`config.mk`:
```
export PLATFORM = sky130hd
export DESIGN_NAME = eth_sw_rd_arb_flat
export DESIGN_NICKNAME = d
export VERILOG_FILES = /design/src/rtl/eth_sw_rd_arb_if.sv /design/src/rtl/eth_sw_rd_arb.sv /design/src/flat_wrapper.sv
export SDC_FILE = /design/constraint.sdc
export NUM_CORES = 1
export LEC_CHECK = 0
export BUFFER_PORTS_ARGS = -buffer_cell sky130_fd_sc_hd__buf_2
export CORE_AREA = 10 10 77 79
export DETAILED_ROUTE_END_ITERATION = 6
export DIE_AREA = 0 0 87 89
export GPL_TIMING_DRIVEN = 0
export HOLD_SLACK_MARGIN = 0.12
export PLACE_DENSITY_LB_ADDON = 0.1
export SYNTH_ARGS = -nofsm -noshare
export SYNTH_HDL_FRONTEND = slang
export SYNTH_SLANG_ARGS = --single-unit
```
`constraint.sdc`:
```
create_clock -name clk -period 1.8 [get_ports clk]
set_input_delay 0.36 -clock clk [delete_from_list [all_inputs] [get_ports clk]]
set_output_delay 0.36 -clock clk [all_outputs]
set_load 0.05 [all_outputs]
```
`src/rtl/eth_sw_rd_arb_if.sv`:
```
// Read-scheduler bus for the 2x2 switch core.
// master: the scheduler (samples FIFO status, drives read strobes and statistics).
// slave:  the core / environment side (drives FIFO status, observes read strobes).
interface eth_sw_rd_arb_if #(
    parameter int CNT_W = 16
);
    logic [1:0]       fifo_empty;
    logic [1:0]       port_stall;
    logic             tx_ready;
    logic [1:0]       rd_en;
    logic             grant_port;
    logic             busy;
    logic [CNT_W-1:0] rd_cnt_a;
    logic [CNT_W-1:0] rd_cnt_b;

    modport master (
        input  fifo_empty,
        input  port_stall,
        input  tx_ready,
        output rd_en,
        output grant_port,
        output busy,
        output rd_cnt_a,
        output rd_cnt_b
    );

    modport slave (
        output fifo_empty,
        output port_stall,
        output tx_ready,
        input  rd_en,
        input  grant_port,
        input  busy,
        input  rd_cnt_a,
        input  rd_cnt_b
    );
endinterface

```
`src/rtl/eth_sw_rd_arb.sv`:
```
// Round-robin read scheduler for the two ingress FIFOs of the switch core.
// Each grant is a single-cycle READ followed by a settle gap; a port keeps the
// grant for up to MAX_BURST reads while the other port is eligible.
// rd_en and busy are registered from the next-state decode so they are glitch-free.
module eth_sw_rd_arb #(
    parameter int PORT_COUNT = 2,
    parameter int MAX_BURST  = 4,
    parameter int GAP_CYCLES = 1,
    parameter int CNT_W      = 16
) (
    input  logic              clk,
    input  logic              rstn,
    eth_sw_rd_arb_if.master   bus
);

    localparam int BURST_W = $clog2(MAX_BURST + 1);
    localparam int GAP_W   = (GAP_CYCLES > 1) ? $clog2(GAP_CYCLES) : 1;

    localparam logic [BURST_W-1:0] BURST_MAX = BURST_W'(MAX_BURST);
    localparam logic [GAP_W-1:0]   GAP_LAST  = GAP_W'(GAP_CYCLES - 1);
    localparam logic [CNT_W-1:0]   CNT_SAT   = '1;

    typedef enum logic [1:0] {
        IDLE = 2'd0,
        READ = 2'd1,
        GAP  = 2'd2
    } state_t;

    state_t               state, state_n;
    logic [BURST_W-1:0]   burst_cnt, burst_cnt_n;
    logic [GAP_W-1:0]     gap_cnt, gap_cnt_n;
    logic                 grant, grant_n;
    logic                 last_grant, last_grant_n;
    logic [PORT_COUNT-1:0] elig;

    logic [1:0]           rd_en_q;
    logic                 busy_q;
    logic [CNT_W-1:0]     cnt_a, cnt_b;

    assign elig = ~bus.fifo_empty & ~bus.port_stall;

    // State and scheduling registers; reset leaves last_grant on B so A wins the first tie.
    always_ff @(posedge clk) begin
        if (!rstn) begin
            state      <= IDLE;
            burst_cnt  <= '0;
            gap_cnt    <= '0;
            grant      <= 1'b0;
            last_grant <= 1'b1;
        end else begin
            state      <= state_n;
            burst_cnt  <= burst_cnt_n;
            gap_cnt    <= gap_cnt_n;
            grant      <= grant_n;
            last_grant <= last_grant_n;
        end
    end

    // Next-state logic: eligibility is only consulted in IDLE and on the last gap cycle.
    always_comb begin
        state_n      = state;
        burst_cnt_n  = burst_cnt;
        gap_cnt_n    = gap_cnt;
        grant_n      = grant;
        last_grant_n = last_grant;
        case (state)
            IDLE: begin
                if (bus.tx_ready && (|elig)) begin
                    grant_n     = elig[~last_grant] ? ~last_grant : last_grant;
                    burst_cnt_n = '0;
                    state_n     = READ;
                end
            end
            READ: begin
                burst_cnt_n  = burst_cnt + 1'b1;
                last_grant_n = grant;
                gap_cnt_n    = '0;
                state_n      = GAP;
            end
            GAP: begin
                if (gap_cnt != GAP_LAST) begin
                    gap_cnt_n = gap_cnt + 1'b1;
                end else if (!bus.tx_ready || !(|elig)) begin
                    state_n = IDLE;
                end else if (burst_cnt == BURST_MAX) begin
                    if (elig[~grant]) begin
                        grant_n = ~grant;
                    end
                    burst_cnt_n = '0;
                    state_n     = READ;
                end else if (elig[grant]) begin
                    state_n = READ;
                end else begin
                    grant_n     = ~grant;
                    burst_cnt_n = '0;
                    state_n     = READ;
                end
            end
            default: begin
                state_n = IDLE;
            end
        endcase
    end

    // Registered strobes: rd_en is high exactly while the state register holds READ.
    always_ff @(posedge clk) begin
        if (!rstn) begin
            rd_en_q <= 2'b00;
            busy_q  <= 1'b0;
        end else begin
            rd_en_q <= (state_n == READ) ? (grant_n ? 2'b10 : 2'b01) : 2'b00;
            busy_q  <= (state_n != IDLE);
        end
    end

    // Per-port read statistics, saturating at all-ones.
    always_ff @(posedge clk) begin
        if (!rstn) begin
            cnt_a <= '0;
            cnt_b <= '0;
        end else if (state == READ) begin
            if (!grant) begin
                if (cnt_a != CNT_SAT) begin
                    cnt_a <= cnt_a + 1'b1;
                end
            end else begin
                if (cnt_b != CNT_SAT) begin
                    cnt_b <= cnt_b + 1'b1;
                end
            end
        end
    end

    assign bus.rd_en      = rd_en_q;
    assign bus.grant_port = grant;
    assign bus.busy       = busy_q;
    assign bus.rd_cnt_a   = cnt_a;
    assign bus.rd_cnt_b   = cnt_b;

endmodule

```
`src/flat_wrapper.sv`:
```
// flat-port wrapper written by rule: the top's interface ports become plain ports
module eth_sw_rd_arb_flat 
#(
    parameter int PORT_COUNT = 2,
    parameter int MAX_BURST  = 4,
    parameter int GAP_CYCLES = 1,
    parameter int CNT_W      = 16
)
  (clk, rstn, bus_fifo_empty, bus_port_stall, bus_tx_ready, bus_rd_en, bus_grant_port, bus_busy, bus_rd_cnt_a, bus_rd_cnt_b);
  eth_sw_rd_arb_if #(.CNT_W(CNT_W)) bus_i ();
  input  logic clk;
  input  logic rstn;
  input wire logic [$bits(bus_i.fifo_empty)-1:0] bus_fifo_empty;
  input wire logic [$bits(bus_i.port_stall)-1:0] bus_port_stall;
  input wire logic [$bits(bus_i.tx_ready)-1:0] bus_tx_ready;
  output wire logic [$bits(bus_i.rd_en)-1:0] bus_rd_en;
  output wire logic [$bits(bus_i.grant_port)-1:0] bus_grant_port;
  output wire logic [$bits(bus_i.busy)-1:0] bus_busy;
  output wire logic [$bits(bus_i.rd_cnt_a)-1:0] bus_rd_cnt_a;
  output wire logic [$bits(bus_i.rd_cnt_b)-1:0] bus_rd_cnt_b;
  assign bus_i.fifo_empty = bus_fifo_empty;
  assign bus_i.port_stall = bus_port_stall;
  assign bus_i.tx_ready = bus_tx_ready;
  assign bus_rd_en = bus_i.rd_en;
  assign bus_grant_port = bus_i.grant_port;
  assign bus_busy = bus_i.busy;
  assign bus_rd_cnt_a = bus_i.rd_cnt_a;
  assign bus_rd_cnt_b = bus_i.rd_cnt_b;
  eth_sw_rd_arb #(.PORT_COUNT(PORT_COUNT), .MAX_BURST(MAX_BURST), .GAP_CYCLES(GAP_CYCLES), .CNT_W(CNT_W)) u_core (.clk(clk), .rstn(rstn), .bus(bus_i));
endmodule
```
==> impl_metrics.py <==
metrics = {
    "critical_path": {
        "worst_path_class_setup": "flip-flop to flip-flop",
        "critical_path_arrival_ns": 2.05,
        "critical_path.endpoint_type": "flip-flop",
        "required_ns": 2.03,
        "worst_setup_path_start_kind": "flip-flop",
        "worstPathMaxFanout": 6,
    },
    "power_and_ir_drop": {
        "power.total_uw": 1840,
        "seq_power_share": 0.511,
        "p_int_uw": 1420,
        "switching_share": 0.229,
        "power.switching_uw": 422,
        "p_per_area_nw_per_um2": 685,
        "p_leak_uw": 0.00110,
        "irDropWorstVdd_mv": 0.437,
        "combinationalPowerShare": 0.065,
        "p_clk_frac": 0.424,
    },
    "die": {
        "initial_utilization": 0.468,
        "die-height_um": 89,
        "std_cell_rows": 25,
        "die_area_sq_um": 7740,
        "horizontal_extent_of_the_die_um": 87,
        "coreArea_sq_um": 4540,
        "design.portCount": 43,
    },
    "timing": {
        "timing.clock.skew_ns": 0.00687,
        "rsz0062_at_grt": "true",
        "worst_max_slew_pin_slew_ns": 0.670,
        "final.min_clock_period_ns": 1.82,
        "hold_violations": 0,
        "finalMaxSlewViolations": 0,
        "final_min_period_over_clock_period": 1.01,
        "max_slew_headroom": 0.552,
        "setup_viol": 1,
        "setup-tns-final_ns": -0.0159,
        "setup_slack_ns": -0.0159,
        "maxClockFrequency_mhz": 551,
    },
    "logic_synthesis": {
        "post_synth.cell_area_avg_sq_um": 8.39,
        "syn-cell-area_sq_um": 2120,
        "synthCells": 253,
        "synth.distinct_cells": 48,
        "syn-num-nets": 264,
        "synth_seq_cells": 42,
        "synth-warning-count": 0,
        "synth_seq_area_share": 0.396,
        "yosys_most_used_dff": "sky130_fd_sc_hd__dfxtp_1",
        "synth-async-reset-ratio": 0,
        "number_of_enable_type_register_cells_in_the_synthesized_netlist": 0,
    },
    "worst_hold_path": {
        "min-delay-path-class": "primary input to flip-flop",
    },
    "routing": {
        "route.detailed.drc": 0,
        "number_of_vias_after_detailed_routing": 2101,
        "totalWireLength_um": 5660,
        "firstDrtPassIters": 4,
        "antenna_violating_nets_post_route": 0,
        "drt-initial-drc-count": 112,
        "routed_wire_length_per_instance_um": 15.8,
        "detail_route.vias_per_cell": 5.85,
    },
    "global_route": {
        "aggregate_global_routing_overflow": 0,
        "first_global_vias": 2038,
        "maximum_number_of_pins_on_one_net_before_global_route_repair": 13,
        "initial_antenna_violation_count": 0,
        "first_pass_grt_wire_length_um": 9560,
        "gr-usage-all-layers": 0.152,
    },
    "clocking": {
        "clock-sinks": 42,
        "path_clk_slew_ns": 0.08,
        "clock_tree_from_tritoncts": "built",
        "number_of_buffers_on_the_longest_clock_path": 2,
        "h-tree-depth": 2,
        "numCtsBuffers": 5,
        "worstSkewPairLatency_ns": 0.30,
        "master_cell_of_the_clock_root_buffer": "sky130_fd_sc_hd__clkbuf_8",
    },
    "cells_and_area": {
        "antenna_fix_cells": 0,
        "final_cell_mix": "sky130_fd_sc_hd__buf_2, sky130_fd_sc_hd__nand2_1, sky130_fd_sc_hd__dfxtp_1",
        "final_common_cell": "sky130_fd_sc_hd__buf_2",
        "multi_input_comb_area_sq_um": 1300,
        "register_cell_area_after_layout_sq_um": 882,
        "drive_above_1_share": 0.325,
        "nFillCells": 410,
        "fin_nets": 316,
        "syn2layout_area_growth_pct": 26.5,
    },
    "place": {
        "hpwlAfterDp_um": 4090,
        "io_buffers": 42,
        "last_weighted_congestion_value_of_the_routability_driven_placer": 0.842,
        "worst_slack_placed_ns": -0.369,
    },
    "status": {
        "violations": "setup timing",
        "status": "finished, violations left",
    },
    "flow_run": {
        "cap_violations": 0,
    },
}
## synth_stat cells, drive strengths merged (3+ instances only)
library cell	n	area, sq um
nor3b	3	22.5
dfxtp	42	841
nor3	5	25.0
nand2	35	131
nand4	10	62.6
o41ai	5	43.8
nor2	12	45.0
mux2i	12	120
or3	3	18.8
or4	6	48.8
and4	4	35.0
a21oi	15	75.1
o31ai	3	22.5
nand2b	11	68.8
clkbuf	7	26.3
inv	12	45.0
ha	4	50.1
nor4	4	25.0
o21ai	10	50.1
and3	5	31.3
nand3	10	50.1
## worst max-delay path, stage by stage, from the launching register on
cell and delay (ns):
sky130_fd_sc_hd__dfxtp_4 0.35, sky130_fd_sc_hd__or3b_4 0.41, sky130_fd_sc_hd__or4_4 0.56, sky130_fd_sc_hd__or3_1 0.32, sky130_fd_sc_hd__a21oi_1 0.11
## timing repair
item                                    CTS  global route
setup buffers                             3             1
resized for setup                        11            18
pin swaps                                 2             5
hold buffers                              0             0
endpoints found under the setup margin   19            21
## path summary, 6_finish.rpt
path | from | to | slack (ns) | depth (start not counted)
max | u_core.bus.grant_port$_SDFF_PN0_ | u_core.bus.rd_cnt_a[10]$_SDFFE_PN0P_ | -0.02 | 4
min | bus_tx_ready | u_core.bus.rd_en[0]$_SDFF_PN0_ | 0.39 | 3
max reg2reg | u_core.bus.grant_port$_SDFF_PN0_ | u_core.bus.rd_cnt_a[10]$_SDFFE_PN0P_ | -0.02 | 4
min reg2reg | u_core.bus.rd_cnt_a[1]$_SDFFE_PN0P_ | u_core.bus.rd_cnt_a[1]$_SDFFE_PN0P_ | 0.48 | 2
## per-layer routing
| metal | vias to the layer above | GRT usage | part of all wire |
|---|---|---|---|
| li1 | 1043 | - | - |
| met1 | 1001 | 0.178 | 0.44 |
| met2 | 50 | 0.250 | 0.48 |
| met3 | 7 | 0.0492 | 0.066 |
| met4 | 0 | 0.0619 | 0.014 |
| met5 | - | 0 | 0 |
## final cells by class
cell class,instances,area share
multi-input cells,191,0.485
well taps,54,0.0252
clock buffers,6,0.0307
flip-flops and latches,42,0.328
repair buffers,46,0.0894
clock inverters,1,0.0112
plain buffers,7,0.0130
inverters,12,0.0168
## registers in the layout (all words and copies together), names as in the netlist
name,cells
u_core.bus.grant_port,1
u_core.bus.rd_en,2
u_core.state,2
u_core.bus.busy,1
u_core.bus.rd_cnt_a,16
u_core.burst_cnt,3
u_core.bus.rd_cnt_b,16
u_core.last_grant,1
## cells by family after synthesis
| kind of cell | after synthesis | synth area share |
|---|---|---|
| flops | 42 | 0.396 |
| xor+xnor | 2 | 0.00825 |
| fa+ha+maj | 4 | 0.0236 |
| simple gates | 121 | 0.313 |
| compound gates | 52 | 0.167 |
| buf+inv | 20 | 0.0354 |
| mux | 12 | 0.0566 |
## stage by stage
stage,instances,cell area [sq um],hold WS [ns],utilization
2_1_floorplan,253,2160,0.464,-
3_3_place_gp,349,2440,0.464,0.538
3_5_place_dp,349,2440,0.472,0.538
4_1_cts,359,2610,0.381,0.576
5_1_grt,359,2690,0.383,0.592
6_report,359,2690,0.394,0.592
## power groups by stage
stage	registers, uW	logic (uW)	clock network [uW]
after floorplan	985	54.9	0
after global placement	965	109	0
after detailed placement	965	109	0
after CTS	940	116	799
after global routing	942	130	835
final	940	119	780
No activity file was read; power rests on OpenSTA's default activity.
